File: src/rtl/caliptra_prim_esc_receiver.sv
// Escalation receiver: decodes the differential escalation pair, answers pings and
// escalations on the response pair, and raises esc_req_o on escalation, integrity failure or ping timeout.
//
// state     | meaning
// Idle      | waiting for ping or escalation, ping-timeout counter running
// Check     | first asserted cycle seen, ping or escalation not yet known
// PingResp  | ping confirmed, finishing the response pattern
// EscResp   | escalation in progress, response toggles each cycle
// SigInt    | differential input broken, response driven non-complementary
module caliptra_prim_esc_receiver #(
  parameter int unsigned TimeoutCntDw = 16
) (
  input  logic       clk_i,
  input  logic       rst_ni,
  input  logic [1:0] esc_tx_i,
  output logic [1:0] esc_rx_o,
  output logic       esc_req_o
);

  typedef enum logic [2:0] {
    Idle,
    Check,
    PingResp,
    EscResp,
    SigInt
  } state_e;

  state_e                  state_q, state_d;
  logic                    resp_p_q, resp_p_d;
  logic                    resp_n_q, resp_n_d;
  logic                    esc_req_q;
  logic                    timeout_q, timeout_d;
  logic [TimeoutCntDw-1:0] cnt_q;

  logic esc_p, esc_n, esc_en, sig_int, cnt_max;

  assign esc_p   = esc_tx_i[1];
  assign esc_n   = esc_tx_i[0];
  assign esc_en  = esc_p & ~esc_n;
  assign sig_int = (esc_p == esc_n);
  assign cnt_max = &cnt_q;

  assign timeout_d = timeout_q | ((state_q == Idle) & cnt_max);

  always_comb begin
    state_d  = state_q;
    resp_p_d = resp_p_q;
    resp_n_d = resp_n_q;
    if (sig_int) begin
      state_d = SigInt;
      // Entering SigInt starts the non-complementary pattern at 1/1, then toggles.
      if (state_q == SigInt) begin
        resp_p_d = ~resp_p_q;
        resp_n_d = ~resp_p_q;
      end else begin
        resp_p_d = 1'b1;
        resp_n_d = 1'b1;
      end
    end else begin
      unique case (state_q)
        Idle: begin
          state_d  = esc_en ? Check : Idle;
          resp_p_d = esc_en;
        end
        Check: begin
          state_d  = esc_en ? EscResp : PingResp;
          resp_p_d = 1'b0;
        end
        PingResp: begin
          state_d  = esc_en ? EscResp : Idle;
          resp_p_d = 1'b1;
        end
        EscResp: begin
          state_d  = esc_en ? EscResp : Idle;
          resp_p_d = esc_en ? ~resp_p_q : 1'b0;
        end
        SigInt: begin
          state_d  = Idle;
          resp_p_d = 1'b0;
        end
        default: begin
          state_d  = Idle;
          resp_p_d = 1'b0;
        end
      endcase
      resp_n_d = ~resp_p_d;
    end
  end

  always_ff @(posedge clk_i) begin
    if (!rst_ni) begin
      state_q   <= Idle;
      resp_p_q  <= 1'b0;
      resp_n_q  <= 1'b1;
      esc_req_q <= 1'b0;
      timeout_q <= 1'b0;
      cnt_q     <= '0;
    end else begin
      state_q   <= state_d;
      resp_p_q  <= resp_p_d;
      resp_n_q  <= resp_n_d;
      timeout_q <= timeout_d;
      esc_req_q <= (state_d == EscResp) | (state_d == SigInt) | timeout_d;
      // Counter only moves in Idle; outside Idle it already holds zero.
      if (state_q == Idle) begin
        if (esc_en || sig_int) begin
          cnt_q <= '0;
        end else if (!cnt_max) begin
          cnt_q <= cnt_q + TimeoutCntDw'(1);
        end
      end
    end
  end

  assign esc_rx_o  = {resp_p_q, resp_n_q};
  assign esc_req_o = esc_req_q;

endmodule

File: config.mk
export PLATFORM = sky130hd
export DESIGN_NAME = caliptra_prim_esc_receiver
export DESIGN_NICKNAME = d
export VERILOG_FILES = /design/src/rtl/caliptra_prim_esc_receiver.sv
export SDC_FILE = /design/constraint.sdc
export NUM_CORES = 1
export LEC_CHECK = 0
export ABC_AREA = 1
export CAP_MARGIN = 20
export CORE_MARGIN = 5
export CORE_UTILIZATION = 36
export DETAILED_ROUTE_END_ITERATION = 8
export DONT_BUFFER_PORTS = 1
export GPL_ROUTABILITY_DRIVEN = 0
export SYNTH_ARGS = -nofsm -noshare
export SYNTH_HDL_FRONTEND = slang
export SYNTH_SLANG_ARGS = --single-unit
File: constraint.sdc
create_clock -name clk_i -period 1.95 [get_ports clk_i]
set_input_delay 0.39 -clock clk_i [delete_from_list [all_inputs] [get_ports clk_i]]
set_output_delay 0.39 -clock clk_i [all_outputs]
set_load 0.01 [all_outputs]
==> results list <==
- Before antenna repair, the detailed router went through 4 iterations.
- In this run, CTS created clock tree buffers numbering 3.
- After detailed routing, the number of vias per cell comes to 4.629.
- Number of global-route vias before repair: 1109
- CTS placed an instance of sky130_fd_sc_hd__clkbuf_8 at the clock tree root.
* Starting density of the core: 0.3664
- Compared with the post-synthesis result, the final layout area differs by 6.579%.
- Share of the clock period used by the worst path: 0.8670
- Setup TNS after final layout: 0 ns
* Proportion of netlist area held by the largest area contributor: 0.3459
- The worst setup path is captured at a flop.
* Area contributors post-synth: sky130_fd_sc_hd__dfxtp_1 35%, sky130_fd_sc_hd__nand2_1 14%, sky130_fd_sc_hd__nor2_1 9.0%
- On the critical path, the stage with the largest delay is an instance of sky130_fd_sc_hd__dfxtp_1.
* Placement row count: 22
- The synthesized netlist occupies a cell area of 1331 µm².
* Status: finished clean
- At the pin with the least slew margin, the transition time is 0.3047 ns.
- In this design, the critical path's most frequently occurring cell is sky130_fd_sc_hd__nand2_4.
* Number of diodes added for antenna fixing: 0
* Setup-failing EPs final: 0
* Internal power of the cells: 0.6521 mW
- In this run the static leakage power is 0.6011 nW.
* Clk pwr share: 0.345
- When the netlist entered floorplanning its net count stood at 208.
- Slew Limit Fails: 0
- Overall die height: 70.81 µm
* Crit path buf inv count: 0
- Fin nets: 211
- In this run the power spent charging and discharging nets is 0.2342 mW.
- Vias: 1162
- In this design, the stage delay of the slowest critical-path cell is 0.38 ns.
- The wire-length estimate of the detail-placed layout is 1976 µm.
* Post-CTS resize count: 0
* Max-cap violation count: 0
* Data required, critical path: 2.11 ns
- The signal on the critical path passes through ha_1, nand2_1, nor2_4, nand2_4, nor2_4, nand2_2, nand2_4, nand2_4, a21oi_1, nor2_1.
- Number of port buffers: 0
* Global route total overflow: 0
- Skew-Pair Late Insertion Delay: 0.27 ns
- The Yosys step of the flow raised 0 warnings.
- Top Ports: 7
- Average cell area after synthesis: 6.623 µm²
* Switching share of total power: 0.2642
- Sequential Power Share: 0.556
* Number of flops mapped to enable cells by yosys: 0
* Hold WC Path Type: in -> reg
- For this run, the total global-route usage over all layers was measured as 0.1142.
- Hold violation total from the final report: 0
- The detailed router finished its first iteration with 60 violations.
- Among cell families on the critical path, the largest total delay comes from simple AND/OR/NAND/NOR gates.
- Buffers added to address setup during post-CTS repair amount to 0.
* Clock slew seen by the registers of the worst setup and hold paths: 0.09 ns
- Count of mapped cells out of synthesis: 201
- CTS tree: built
- Yosys instantiated no cell more often than sky130_fd_sc_hd__nand2_1.
* Worst-path maximum fanout: 9
- FF+latch count, synth: 23
- CTS built an H-tree with a depth of 1.
- Residual DRC: 0
- In the synthesized netlist the dominant register cell turns out to be sky130_fd_sc_hd__dfxtp_1.
- Of the synthesized area, sequential elements account for 0.3459.
- Entering global routing, the biggest net connects 14 pins.
* Hold-fix buffers at CTS: 0
- Post-layout min period: 1.691 ns
* TritonCTS sink count: 23
* Portion of total power attributed to combinational logic: 0.099
- Maximum vdd ir drop: 0.3373 mV
* Post-layout power: 0.8863 mW
* Number of different library cells in the post-synthesis netlist: 22
- Core footprint: 3633 µm²
* Detailed-route wire length per cell: 10.44 µm
* Skew final: 0.008665 ns
- Die outline area: 5014 µm²
* Arr. time, crit path: 1.85 ns
- Share of cells above drive strength 1: 0.1232
* Launching element type of the critical path: flop
* Post-detailed-routing wire length: 2620 µm
- The count of nets left with antenna violations once routing finished came out at 0.
* First-pass GRT wire length: 4747 µm
- Measured against its own limit, the worst slew margin works out to 0.7916.
* Power per Cell Area: 624.7 nW/µm²
- Most frequent cells after synthesis: 51 x sky130_fd_sc_hd__nand2_1, 32 x sky130_fd_sc_hd__nor2_1, 29 x sky130_fd_sc_hd__inv_1
- After synthesis, the share of flip-flops with an asynchronous set or reset is 0.
* Max Root-Sink Buffers: 2
- The floorplan step set the die width to 70.81 µm.
- The biggest area contributor in the post-synthesis netlist is sky130_fd_sc_hd__dfxtp_1.
- Static timing analysis puts the maximum clock frequency at 591.5 MHz.
- Unrepaired setup endpoints after global routing: no
- The critical path is of the reg -> reg type.
* Initial antenna violation count: 0
## worst register-to-register path: cells and delay by family, from the launching register on
kind                       cells  cell delay, ns
AOI/OAI and AO/OA              1            0.15
adders and majority gates      1            0.24
DFF                            1            0.38
and+or+nand+nor                8            0.80
## cells in the final DEF, fill, tap and decap left out
cell,count
sky130_fd_sc_hd__a21oi_1,10
sky130_fd_sc_hd__nor2_2,3
sky130_fd_sc_hd__inv_1,29
sky130_fd_sc_hd__clkinv_2,1
sky130_fd_sc_hd__nor3_1,3
sky130_fd_sc_hd__clkbuf_8,3
sky130_fd_sc_hd__a31oi_1,1
sky130_fd_sc_hd__o211a_1,1
sky130_fd_sc_hd__o21ai_0,9
sky130_fd_sc_hd__ha_1,3
sky130_fd_sc_hd__dfxtp_1,23
sky130_fd_sc_hd__a2111oi_0,1
sky130_fd_sc_hd__nand2_2,3
sky130_fd_sc_hd__buf_4,2
sky130_fd_sc_hd__nand3_1,14
sky130_fd_sc_hd__nor2_4,4
sky130_fd_sc_hd__a21oi_2,1
sky130_fd_sc_hd__nand2_1,51
sky130_fd_sc_hd__xnor2_1,1
sky130_fd_sc_hd__nand2_4,5
sky130_fd_sc_hd__inv_2,2
sky130_fd_sc_hd__nand3_2,1
sky130_fd_sc_hd__nor2_1,32
## routing by layer
metal	share of wire	GRT usage
met4	0.0088	0.03132
met3	0.028	0.02415
met5	0	0
met2	0.46	0.1936
met1	0.50	0.1466
## power groups by stage
stage	registers [mW]	clock network, mW	logic [mW]
5_1_grt	0.494	0.332	0.0997
6_report	0.492	0.306	0.0878
3_5_place_dp	0.504	0	0.0881
2_1_floorplan	0.499	0	0.0789
4_1_cts	0.492	0.309	0.0885
3_3_place_gp	0.504	0	0.0882
## area by class of cell
| class | count | area, µm² |
|---|---|---|
| tap | 48 | 60.06 |
| sequential | 23 | 460.4 |
| clock inverter | 1 | 5.005 |
| clock buffer | 3 | 41.29 |
| fill | 418 | 2215 |
| timing repair buffer | 2 | 15.01 |
| multi-input combinational | 143 | 720.7 |
| inverter | 31 | 116.4 |
## kinds of logic after synthesis
kind of cell               synth area share
AOI/OAI and AO/OA                   0.09681
xor gates and xnor gates           0.006580
adders and majority gates           0.02820
buffers and inverters                0.1128
DFF                                  0.3459
and+or+nand+nor                      0.4098
## stage by stage
| step | instances | hold WS (ns) | setup WS [ns] | area, µm² | util |
|---|---|---|---|---|---|
| 2_1_floorplan | 201 | 0.4242 | 0.5060 | 1331 | - |
| 3_3_place_gp | 247 | 0.4382 | 0.3137 | 1373 | 0.3778 |
| 3_5_place_dp | 247 | 0.4459 | 0.2865 | 1373 | 0.3778 |
| 4_1_cts | 251 | 0.2187 | 0.2666 | 1419 | 0.3905 |
| 5_1_grt | 251 | 0.2107 | 0.1127 | 1419 | 0.3905 |
| 6_report | 251 | 0.2201 | 0.2594 | 1419 | 0.3905 |
## flip-flops by register name, summed over array words and instances, names as in the netlist
signal / count
cnt_q: 16
state_q: 3
esc_req_o: 1
resp_n_q: 1
resp_p_q: 1
timeout_q: 1
## final timing paths
path,startpoint,end,slack [ns],cells after the start
worst min register to register,timeout_q,timeout_q,0.46,2
worst min-delay path,rst_ni,esc_req_o,0.22,2
worst max register to register,cnt_q[1],cnt_q[13],0.26,10
worst max-delay path,cnt_q[1],cnt_q[13],0.26,10
Note: power is estimated with default switching activity, not from simulation.
